$ cat config.mk
export PLATFORM = sky130hd
export DESIGN_NAME = vga_fb_arb
export DESIGN_NICKNAME = d
export VERILOG_FILES = /design/src/rtl/vga_fb_arb.sv
export SDC_FILE = /design/constraint.sdc
export NUM_CORES = 1
export LEC_CHECK = 0
export ABC_AREA = 1
export BUFFER_PORTS_ARGS = -buffer_cell sky130_fd_sc_hd__buf_2
export CORE_ASPECT_RATIO = 0.75
export CORE_MARGIN = 8
export CORE_UTILIZATION = 55
export DETAILED_ROUTE_END_ITERATION = 12
export PLACE_DENSITY = 0.75
export REMOVE_ABC_BUFFERS = 1
export SLEW_MARGIN = 20
export SYNTH_ARGS = -nofsm -noshare
export SYNTH_HDL_FRONTEND = slang
export SYNTH_SLANG_ARGS = --single-unit
$ cat constraint.sdc
create_clock -name px_clk -period 3.4 [get_ports px_clk]
set_clock_uncertainty 0.1 [all_clocks]
set_input_delay 0.51 -clock px_clk [delete_from_list [all_inputs] [get_ports px_clk]]
set_output_delay 0.51 -clock px_clk [all_outputs]
set_load 0.1 [all_outputs]
$ cat src/rtl/vga_fb_arb.sv
// vga_fb_arb: shares a single-port frame buffer between display reads (absolute priority while blank is low)
// and camera writes queued in a small FIFO. Define FB_ARB_DROP_CNT_EN for the stalled-camera-cycle counter.
module vga_fb_arb #(
  parameter int ADDR_W   = 19,
  parameter int DATA_W   = 16,
  parameter int FRAME_PX = 307200,
  parameter int WF_DEPTH = 8
) (
  input  logic              px_clk,
  input  logic              rst,
  input  logic              blank,
  input  logic              vs,
  input  logic              cam_valid,
  output logic              cam_ready,
  input  logic [ADDR_W-1:0] cam_addr,
  input  logic [DATA_W-1:0] cam_data,
  output logic [ADDR_W-1:0] mem_addr,
  output logic              mem_we,
  output logic [DATA_W-1:0] mem_wdata,
  input  logic [DATA_W-1:0] mem_rdata,
  output logic [DATA_W-1:0] px_data,
  output logic              px_valid,
  output logic [15:0]       drop_cnt
);
  localparam int PW = $clog2(WF_DEPTH);
  localparam int CW = PW + 1;
  localparam logic [ADDR_W-1:0] LAST_PX = ADDR_W'(FRAME_PX - 1);

  typedef enum logic [1:0] {IDLE, WRITE, READ} state_t;
  state_t state_q, state_d;

  logic [ADDR_W+DATA_W-1:0] fifo_q [WF_DEPTH];
  logic [PW-1:0]     wr_idx_q, rd_idx_q;
  logic [CW-1:0]     cnt_q, cnt_d;
  logic [ADDR_W-1:0] rd_ptr_q, rd_ptr_d;
  logic [ADDR_W-1:0] mem_addr_q, mem_addr_d;
  logic              mem_we_q, mem_we_d;
  logic [DATA_W-1:0] mem_wdata_q, mem_wdata_d;
  logic              rd_vld_q, rd_vld_d;
  logic              px_valid_q;
  logic [DATA_W-1:0] px_data_q;
  logic              push, pop;

  assign cam_ready = (cnt_q < CW'(WF_DEPTH));
  assign push      = cam_valid & cam_ready;
  // A WRITE state entered on the last entry can see an empty FIFO; it then acts as IDLE.
  assign pop       = (state_q == WRITE) && (cnt_q != '0);

  always_ff @(posedge px_clk or posedge rst) begin
    if (rst) state_q <= IDLE;
    else     state_q <= state_d;
  end

  always_comb begin
    state_d = IDLE;
    if (!blank)            state_d = READ;
    else if (cnt_q != '0)  state_d = WRITE;
  end

  always_comb begin
    mem_addr_d  = mem_addr_q;
    mem_we_d    = 1'b0;
    mem_wdata_d = mem_wdata_q;
    rd_vld_d    = 1'b0;
    rd_ptr_d    = rd_ptr_q;
    if (pop) begin
      {mem_addr_d, mem_wdata_d} = fifo_q[rd_idx_q];
      mem_we_d = 1'b1;
    end else if (state_q == READ) begin
      mem_addr_d = rd_ptr_q;
      rd_vld_d   = 1'b1;
      rd_ptr_d   = (rd_ptr_q == LAST_PX) ? '0 : rd_ptr_q + 1'b1;
    end
    if (vs) rd_ptr_d = '0;
  end

  always_comb begin
    cnt_d = cnt_q;
    case ({push, pop})
      2'b10:   cnt_d = cnt_q + 1'b1;
      2'b01:   cnt_d = cnt_q - 1'b1;
      default: cnt_d = cnt_q;
    endcase
  end

  always_ff @(posedge px_clk) begin
    if (push) fifo_q[wr_idx_q] <= {cam_addr, cam_data};
  end

  always_ff @(posedge px_clk or posedge rst) begin
    if (rst) begin
      wr_idx_q    <= '0;
      rd_idx_q    <= '0;
      cnt_q       <= '0;
      rd_ptr_q    <= '0;
      mem_addr_q  <= '0;
      mem_we_q    <= 1'b0;
      mem_wdata_q <= '0;
      rd_vld_q    <= 1'b0;
      px_valid_q  <= 1'b0;
      px_data_q   <= '0;
    end else begin
      if (push) wr_idx_q <= wr_idx_q + 1'b1;
      if (pop)  rd_idx_q <= rd_idx_q + 1'b1;
      cnt_q       <= cnt_d;
      rd_ptr_q    <= rd_ptr_d;
      mem_addr_q  <= mem_addr_d;
      mem_we_q    <= mem_we_d;
      mem_wdata_q <= mem_wdata_d;
      rd_vld_q    <= rd_vld_d;
      px_valid_q  <= rd_vld_q;
      px_data_q   <= px_data;
    end
  end

  assign mem_addr  = mem_addr_q;
  assign mem_we    = mem_we_q;
  assign mem_wdata = mem_wdata_q;
  assign px_valid  = px_valid_q;
  // RAM data arrives the cycle after the read address; pass it straight through, hold it otherwise.
  assign px_data   = px_valid_q ? mem_rdata : px_data_q;

`ifdef FB_ARB_DROP_CNT_EN
  logic        vs_q;
  logic [15:0] drop_q;

  always_ff @(posedge px_clk or posedge rst) begin
    if (rst) begin
      vs_q   <= 1'b0;
      drop_q <= '0;
    end else begin
      vs_q <= vs;
      if (vs && !vs_q)
        drop_q <= '0;
      else if (cam_valid && !cam_ready && drop_q != 16'hFFFF)
        drop_q <= drop_q + 1'b1;
    end
  end

  assign drop_cnt = drop_q;
`else
  assign drop_cnt = '0;
`endif
endmodule

# [Yosys cells after proc, flatten, opt, wreduce, memory -nomap -nowiden]
# Memories as Yosys holds them, arrays and structs flattened.
# Index checks and enable logic that the tools add are counted.
[totals] ff_bits=85 ram_bits=280 n_memories=1
[op_classes] add_sub_neg=5 n_lt_le_gt_ge=1 n_eq_ne=6 muxes=15 n_bitwise=1 n_reduce_logical=6
[mem_list] memory="fifo_q" depth=8 word_bits=35 read_ports=1 rd_ports_with_merged_regs=0 wr=1 line_no="32" rtl="logic [ADDR_W+DATA_W-1:0] fifo_q [WF_DEPTH];"
[ops] cell="$mux W19" n=6
[ops] cell="$add A19 B1 Y19 const B" n=1
[ops] cell="$eq A19 B19 Y1 const B" n=1
[ops] cell="$mux W16" n=1
[ops] cell="$pmux W4 S2" n=1
[ops] cell="$add A3 B1 Y3 const B" n=2
[ops] cell="$mux W1" n=6
[ops] cell="$reduce_bool A2 Y1" n=3
[ops] cell="$add A4 B1 Y4 const B" n=1
[ops] cell="$eq A2 B1 Y1 const B" n=2
[ops] cell="$eq A2 B2 Y1 const B" n=2
[ops] cell="$lt A4 B4 Y1 const B" n=1
[ops] cell="$reduce_bool A4 Y1" n=1
[ops] cell="$sub A4 B1 Y4 const B" n=1
[ops] cell="$mux W2" n=1
[ops] cell="$ne A2 B2 Y1 const B" n=1
[ops] cell="$reduce_and A2 Y1" n=1
[ops] cell="$and A1 B1 Y1" n=1
[ops] cell="$logic_and A1 B1 Y1" n=1

# [Depth between registers and ports, before layout]
# Gate-level depths: netlist of run 1.
[logic_depth] ltp_word=5 depth_mapped=14 ltp_nobuf=13

# [Worst setup path before layout of run 1]
# Ideal clock, no wire load.
[synth_path] kind="register -> register" from="register cnt_q[3]" to="memory fifo_q[0][0] (netlist name), enable pin" setup_ns=0.427 arrival_ns=3.161 required_time_ns=2.873 setup_slack_ns=-0.288 path_stages_with_launch=5 synth_period_minus_slack_ns=3.688 path_cell_list="dfrtp_1 inv_1 nand2_1 or2_2 nor2_1"
[synth_between] elab_chain_len=4
[synth_rtl] element="start, declared" line_no="34" rtl="logic [CW-1:0] cnt_q, cnt_d;"
[synth_rtl] element="start signal, assigned" line_no="105" rtl="cnt_q <= cnt_d;"
[synth_rtl] element="$lt A4 B4 Y1" line_no="44" rtl="assign cam_ready = (cnt_q < CW'(WF_DEPTH));"
[synth_rtl] element="named net cam_ready" line_no="14" rtl="output logic cam_ready,"
[synth_rtl] element="$and A1 B1 Y1" line_no="45" rtl="assign push = cam_valid & cam_ready;"
[synth_rtl] element="$mux W1" line_no="87" rtl="if (push) fifo_q[wr_idx_q] <= {cam_addr, cam_data};"
[synth_rtl] element="$mux W1 (implied by the code)" line_no="87"
[synth_rtl] element="end, declared" line_no="32"
# The timed path passes the listed nets, and every way through them passes these cells.

# [Worst setup path after layout of run 1]
[layout_path] from="register px_valid_q (netlist: px_valid)" to="output port px_data[0]"
[layout_between] elab_chain_len=1
[layout_rtl] element="start, declared" line_no="40" rtl="logic px_valid_q;"
[layout_rtl] element="start signal, assigned" line_no="111" rtl="px_valid_q <= rd_vld_q;"
[layout_rtl] element="$mux W16" line_no="121" rtl="assign px_data = px_valid_q ? mem_rdata : px_data_q;"
[layout_rtl] element="end, declared" line_no="21" rtl="output logic [DATA_W-1:0] px_data,"
# No other way between the ends.

==> flow_metrics.tcl, run 1 <==
set metrics [dict create \
    drv_slew 0 \
    cpLargestDelayFamily "flip-flops" \
    grt_pass1_wl_um 52700 \
    grtUsageTotal 0.205 \
    clockBufferDepth 3 \
    final_area_um2 17000 \
    required_ns 2.79 \
    grt_pass1_vias 9729 \
    tns_ns 0 \
    p_per_area_nw_per_um2 920 \
    synth_seq_cells 365 \
    p_leak_nw 6.36 \
    io_buffers 109 \
    first_pass_iters 7 \
    ant_nets 0 \
    fin_crit_sh 0.763 \
    fmax_ghz 0.386 \
    yosysWarnings 0 \
    die-area_um2 32700 \
    worstSkewPairLatency_ns 0.52 \
    crit_path_end_kind "output pin" \
    cts_tree "yes" \
    finalHoldViolations 0 \
    syn_inst 1260 \
    cp_num_buf_inv 1 \
    path_clk_slew_ns 0.06 \
    antennaDiodeCount 0 \
    io_pins 126 \
    ys_seq_area_frac 0.707 \
    antenna_found_initial 2 \
    critical_path_class "reg -> out" \
    root_buffer "clkbuf_16" \
    start_util 0.556 \
    drt_iter0_drc 941 \
    path_max_fanout 17 \
    grt-ovfl-total 0 \
    place_hpwl_um 20400 \
    place_congestion 0.928 \
    drive_gt1_frac 0.166 \
    grt_max_degree 96 \
    cap_violations 0 \
    power_w 0.0156 \
    maxSlewHeadroom 0.277 \
    rsz0062_at_grt "false" \
    startpoint_type "flip-flop" \
    holdCritPathClass "in -> reg" \
    synth-edff-count 280 \
    ctsResizeCount 0 \
    crit_chain "mux2_2 -> buf_2" \
    postSynthAreaPerCell_um2 11.8 \
    final_common_cell "edfxtp_1" \
    slowest_stage "dfrtp_1" \
    status "finished clean" \
    ys_types 32 \
    area_delta_synth_final_pct 14.1 \
    final_cell_mix "edfxtp_1 (280), nor2_1 (247), nand2_1 (160)" \
    fin_nets 1423 \
    coreArea_um2 26800 \
    die_w_um 206 \
    chipHeight_um 159 \
    ir_worst_vdd_uv 779 \
    post-route-min-period_ns 2.59 \
    holdBufCountCts 0 \
    max_stage_delay_ns 0.74 \
    cts_buffers 35 \
    cts_sinks 365 \
    num_vias 9768 \
    rows 52 \
    htreeDepth 2 \
    wirelength_um 33500 \
    worstMarginPinSlew_ns 1.08 \
    dpl_cell_area_um2 15800 \
    drc 0 \
    wl_per_cell_um 19.3 \
    postCtsSetupBuffers 0 \
    syn-cell-area_um2 14900 \
    viasPerCell 5.62 \
    finalSetupViolations 0 \
    cp.arrival_ns 1.98 \
    synth_flop_cell "edfxtp_1" \
    async_flop_share 0.233 \
]
==> worst paths after layout <==
| check | startpoint | endpoint | slack (ns) | depth (start not counted) |
|---|---|---|---|---|
| hold reg to reg | rd_vld_q$_DFF_PP0_ | px_valid$_DFF_PP0_ | 0.26 | 0 |
| max in group asynchronous | rst | rd_ptr_q[8]$_DFFE_PP0P_ | 2.43 | 3 |
| setup reg to reg | cnt_q[3]$_DFFE_PP0P_ | fifo_q[2][13]$_DFFE_PP_ | 1.06 | 5 |
| setup / recovery | px_valid$_DFF_PP0_ | px_data[0] | 0.81 | 2 |
| hold / removal | blank | state_q[1]$_DFF_PP0_ | 0.04 | 2 |
| min in group asynchronous | rst | rd_idx_q[0]$_DFFE_PP0P_ | 0.05 | 2 |
==> synthesized netlist by cell type, drive strengths merged (12+ instances only) <==
master	count	area, um2
buf	59	383
clkbuf	24	92.6
dfrtp	85	2130
edfxtp	280	8410
inv	43	161
mux2	16	180
nand2	164	626
nand3	54	270
nor2	259	987
o211ai	70	526
o21ai	167	836
xor2	12	105
==> metrics by stage <==
step	hold WS, ns	setup WS (ns)	util	std cells
after global placement	0.232	1.02	0.589	1676
after CTS	0.0244	0.780	0.634	1738
after floorplan	0.231	-0.982	-	1192
final	0.0427	0.807	0.634	1738
after detailed placement	0.238	0.984	0.589	1676
after global routing	0.0398	0.710	0.634	1738
==> flip-flops by register name, summed over array words and instances (netlist names) <==
name / count
mem_wdata: 16
mem_addr: 19
cnt_q: 4
mem_we: 1
rd_ptr_q: 19
px_data_q: 16
px_valid: 1
fifo_q: 280
state_q: 2
rd_idx_q: 3
rd_vld_q: 1
wr_idx_q: 3
==> area by class of cell <==
cell class | count | area [um2]
flip-flops and latches | 365 | 10500
fillers | 1968 | 9810
multi-input cells | 783 | 3840
clock buffers | 44 | 982
repair buffers | 133 | 801
well taps | 351 | 439
clock inverters | 18 | 226
inverters | 44 | 169
==> metal layers <==
| metal | wire length, um | vias to the layer above | track usage |
|---|---|---|---|
| li1 | - | 4586 | - |
| met1 | 14600 | 4736 | 0.280 |
| met2 | 15800 | 389 | 0.337 |
| met3 | 2450 | 53 | 0.0354 |
| met4 | 588 | 4 | 0.0567 |
| met5 | 27 | - | 0 |
==> where the power goes <==
| group | leakage (nW) | internal (W) | switching (W) |
|---|---|---|---|
| Clock | 0.591 | 0.00244 | 0.00164 |
| Combinational | 2.15 | 0.00126 | 0.00438 |
| Sequential | 3.61 | 0.00558 | 0.000333 |
==> cell families after synthesis <==
logic type / after synthesis / synth area share
simple gates: 491 / 0.132
flops: 365 / 0.707
compound gates: 242 / 0.0932
buf+inv: 127 / 0.0430
mux: 16 / 0.0121
xor+xnor: 13 / 0.00764
fa+ha+maj: 5 / 0.00420
other cells: 1 / 0.000252
No activity file was read; power rests on OpenSTA's default activity.
==> inputs of run 2 (changes only) <==
Settings changed: CORE_UTILIZATION 55 to 54, PLACE_DENSITY 0.75 to 0.77.
Clock period 3.4 ns to 2.3 ns, I/O delays scaled along.
==> flow_metrics.tcl, run 2 (synthesized netlist as in run 1, its figures left out) <==
set metrics [dict create \
    fin_util 0.645 \
    final_cell_mix "edfxtp_1 (280), nor2_1 (247), nand2_1 (160)" \
    largest_reg_flops 280 \
    final_cells 1786 \
    area_delta_synth_final_pct 17.1 \
    viasPerCell 5.56 \
    cts_tree "yes" \
    holdWs_ns 0.0157 \
    p_per_area_nw_per_um2 1320 \
    fin_crit_sh 0.962 \
    clockBufferDepth 3 \
    p_leak_nw 6.53 \
    die-area_um2 33200 \
    antenna_found_initial 2 \
    rsz0062_at_grt "false" \
    worstMarginPinSlew_ns 0.559 \
    rows 52 \
    path_max_fanout 17 \
    worstSkewPairLatency_ns 0.53 \
    status "finished clean" \
    crit_path_end_kind "output pin" \
    coreArea_um2 27100 \
    power_w 0.0230 \
    finalHoldViolations 0 \
    drive_gt1_frac 0.160 \
    post-route-min-period_ns 2.21 \
    place_inst 1683 \
    drc 0 \
    drt_iter0_drc 978 \
    wirelength_um 34400 \
    cap_violations 0 \
    maxSlewHeadroom 0.628 \
    grt_pass1_vias 9819 \
    path_clk_slew_ns 0.06 \
    htreeDepth 2 \
    startpoint_type "flip-flop" \
    grt_pass1_wl_um 54100 \
    root_buffer "clkbuf_16" \
    tns_ns 0 \
    chipHeight_um 160 \
    regMostFlops "fifo_q" \
    cts_buffers 36 \
    grt_max_degree 82 \
    die_w_um 208 \
    place_hpwl_um 20700 \
    grt-ovfl-total 0 \
    required_ns 1.86 \
    io_pins 126 \
    ctsResizeCount 0 \
    fin_nets 1469 \
    fmax_ghz 0.452 \
    final_common_cell "edfxtp_1" \
    ant_nets 0 \
    first_pass_iters 7 \
    grtUsageTotal 0.203 \
    finalSetupViolations 0 \
    critical_path_class "reg -> out" \
    place_congestion 0.915 \
    ir_worst_vdd_uv 1530 \
    holdCritPathClass "in -> reg" \
    num_vias 9939 \
    io_buffers 109 \
    drv_slew 0 \
    cts_sinks 365 \
    start_util 0.550 \
    wl_per_cell_um 19.3 \
    cp.arrival_ns 1.77 \
]
==> run 2: critical path: stages (launching register included) <==
cell	delay, ns
dfrtp_1	0.36
buf_4	0.20
mux2_2	0.26
buf_2	0.43
==> run 2: area by class of cell <==
class / instances / area (um2)
fill: 1948 / 9620
clock buffer: 51 / 977
timing repair buffer: 178 / 1350
antenna: 1 / 2.50
multi-input combinational: 783 / 3840
tap: 351 / 439
clock inverter: 13 / 139
sequential: 365 / 10500
inverter: 44 / 169
==> run 2: power by group <==
group,internal (W),total (W),switching [W]
combinational,0.00203,0.00872,0.00668
clock,0.00321,0.00561,0.00239
sequential,0.00825,0.00867,0.000427
total,0.0135,0.0230,0.00950
==> run 2: metal layers <==
metal,routed length (um),track usage,part of all wire
met4,670,0.0560,0.019
met3,2630,0.0417,0.076
met1,15100,0.283,0.44
met5,8,0,0.00023
met2,16000,0.322,0.46
==> run 2: metrics by stage <==
| stage | cell area (um2) | worst slack (ns) |
|---|---|---|
| after floorplan | 14500 | -2.08 |
| after global placement | 16000 | 0.402 |
| after detailed placement | 16000 | 0.305 |
| after CTS | 17400 | 0.0694 |
| after global routing | 17400 | 0.0353 |
| final | 17400 | 0.0878 |
==> run 2: path summary, 6_finish.rpt <==
path | endpoint | from | slack [ns] | depth (start not counted)
setup / recovery | px_data[11] | px_valid$_DFF_PP0_ | 0.09 | 3
hold / removal | fifo_q[6][30]$_DFFE_PP_ | cam_addr[14] | 0.02 | 1
setup reg to reg | fifo_q[3][32]$_DFFE_PP_ | cnt_q[3]$_DFFE_PP0P_ | 0.29 | 6
hold reg to reg | px_valid$_DFF_PP0_ | rd_vld_q$_DFF_PP0_ | 0.26 | 0
max in group asynchronous | mem_addr[11]$_DFFE_PP0P_ | rst | 1.20 | 4
min in group asynchronous | mem_we$_DFF_PP0_ | rst | 0.34 | 3
==> run 2: timing repair <==
action,in CTS,in global routing
buffers inserted,0,0
hold buffers,37,1
hold endpoints to repair,189,1
==> inputs of run 3 (changes only) <==
Settings changed: BUFFER_PORTS_ARGS -buffer_cell sky130_fd_sc_hd__buf_2 to unset, CORE_UTILIZATION 54 to 55, DONT_BUFFER_PORTS set to 1, PLACE_DENSITY 0.77 to unset, PLACE_DENSITY_LB_ADDON set to 0.12.
Clock period 2.3 ns to 1.9 ns, I/O delays scaled along.
==> flow_metrics.tcl, run 3 (synthesized netlist as in run 1, its figures left out) <==
set metrics [dict create \
    cap_violations 0 \
    crit_path_end_kind "output pin" \
    crit-reg2reg-launch "cnt_q[0]$_DFFE_PP0P_" \
    fillerInstances 2027 \
    switchingPower_w 0.0114 \
    holdPathStages 1 \
    root_buffer "clkbuf_16" \
    power.share.clock 0.234 \
    wl_per_cell_um 19.9 \
    fin_crit_sh 1.00 \
    p_seq_frac 0.374 \
    finalHoldViolations 0 \
    holdCritPathClass "in -> reg" \
    drc 0 \
    grt_busiest_layer "met2" \
    fin_ws_ns -0.00844 \
    worstSkewPairLatency_ns 0.51 \
    startpoint_type "flip-flop" \
    regMostFlops "fifo_q" \
    coreArea_um2 26800 \
    clockBufferDepth 3 \
    crit_chain "buf_12 -> mux2_4" \
    cp.arrival_ns 1.52 \
    max_stage_delay_ns 0.45 \
    p_per_area_nw_per_um2 1600 \
    slowest_stage "mux2_4" \
    path_clk_slew_ns 0.06 \
    grt_use_met2 0.335 \
    io_buffers 0 \
    intPower_w 0.0165 \
    place_hpwl_um 21800 \
    critical_path_class "reg -> out" \
    use_met1 0.308 \
    wirelength_um 34600 \
    final_common_cell "edfxtp_1" \
    r2r_cells 11 \
    place_congestion 0.870 \
    dpl_cell_area_um2 15900 \
    viasPerCell 5.51 \
    worstMarginPinSlew_ns 0.552 \
    ant_nets 0 \
    swShare 0.408 \
    die_w_um 206 \
    grt_max_degree 71 \
    rows 52 \
    htreeDepth 2 \
    final_cell_mix "edfxtp_1 (280), nor2_1 (246), nand2_1 (158)" \
    fin_nets 1419 \
    drt_iter0_drc 832 \
    rrSetupSlack_ns 0.14 \
    finalSetupViolations 16 \
    maxSlewHeadroom 0.632 \
    drv_slew 0 \
    holdPathEnd "px_data_q[13]$_DFF_PP0_" \
    ir_worst_vdd_uv 1170 \
    grt-ovfl-total 0 \
    path_max_fanout 17 \
    drive_gt1_frac 0.132 \
    fmax_ghz 0.524 \
    cts_tree "yes" \
    fin_util 0.650 \
    die-area_um2 32700 \
    pwr-share-comb 0.392 \
    area_delta_synth_final_pct 16.9 \
    io_pins 126 \
    rsz0062_at_grt "true" \
    postCtsSetupBuffers 0 \
    post-route-min-period_ns 1.91 \
    p_leak_nw 6.43 \
    grt_pass1_vias 9342 \
    cts_sinks 365 \
    rr_endpoint "cnt_q[2]$_DFFE_PP0P_" \
    hold_path_startpoint "mem_rdata[13]" \
    final_area_um2 17400 \
    antenna_found_initial 1 \
    cts_buffers 36 \
    num_vias 9558 \
    grtUsageMet3 0.0376 \
    violations "negative setup slack" \
    chipHeight_um 159 \
    status "complete, but fails checks" \
    grtUsageTotal 0.214 \
    antennaDiodeCount 0 \
    first_pass_iters 6 \
    grt_pass1_wl_um 54200 \
    required_ns 1.51 \
    start_util 0.556 \
    largest_reg_flops 280 \
]
## run 3: changes by cell type in the layout (fill, tap and decap cells not counted), sizes merged
cell and delta:
buf -50, bufinv -1, clkbuf -5, clkinv +10
clkinvlp -3, diode -1, inv -1
## run 3: power groups by stage
stage                     Clock [W]  Combinational [W]  Sequential [W]
after global placement            0             0.0106          0.0106
after detailed placement          0             0.0107          0.0106
after floorplan                   0            0.00482          0.0133
after CTS                   0.00667             0.0110          0.0104
after global routing        0.00698             0.0118          0.0106
final                       0.00654             0.0110          0.0104
## run 3: area by class of cell
cell class	count	area (um2)	share of cell area
Clock buffer	46	960	0.0551
Tap cell	351	439	0.0252
Inverter	44	170	0.00977
Sequential cell	365	10500	0.605
Timing Repair Buffer	128	1270	0.0729
Multi-Input combinational cell	783	3930	0.226
Clock inverter	18	104	0.00596
## run 3: through the flow
step                      setup WS (ns)  power [W]  setup TNS, ns  hold slack [ns]  instances
after global placement           0.0280     0.0212              0           0.0848       1633
after global routing            -0.0439     0.0294         -0.653           0.0836       1735
after CTS                       -0.0232     0.0281         -0.339          0.00339       1734
after floorplan                   -2.48     0.0181        -646.71            0.231       1192
after detailed placement        -0.0148     0.0213        -0.0148           0.0863       1633
final                          -0.00844     0.0279        -0.0688           0.0987       1735
## run 3: critical path, delay by kind of cell, from the launching register on
| family | cells | cell delay (ns) |
|---|---|---|
| buf+inv | 1 | 0.17 |
| mux | 1 | 0.45 |
| flops | 1 | 0.39 |
## run 3: per-layer routing
layer	wire [um]	share of wire	vias to the layer above
met5	13	0.00038	-
met4	624	0.018	2
met3	2080	0.060	55
met2	15900	0.46	255
met1	16000	0.46	4665
li1	-	-	4581
## run 3: timing repair
action                                 4_1_cts  5_1_grt
gates resized for setup                     22        5
endpoints found under the hold margin      358        1
hold buffers                                37        1
setup endpoints to repair                   17      158
pin swaps                                    0        0
## run 3: worst max path at each step
stage,from,endpoint,slack (ns),depth (start not counted)
detailed placement,cnt_q[0]$_DFFE_PP0P_,cnt_q[2]$_DFFE_PP0P_,-0.01,12
finish,px_valid$_DFF_PP0_,px_data[15],-0.008,2
global placement,cnt_q[0]$_DFFE_PP0P_,cnt_q[2]$_DFFE_PP0P_,0.03,11
CTS,px_valid$_DFF_PP0_,px_data[15],-0.02,2
floorplan,rd_idx_q[0]$_DFFE_PP0P_,mem_wdata[0]$_DFFE_PP0P_,-2.48,7
global route,px_valid$_DFF_PP0_,px_data[5],-0.04,2
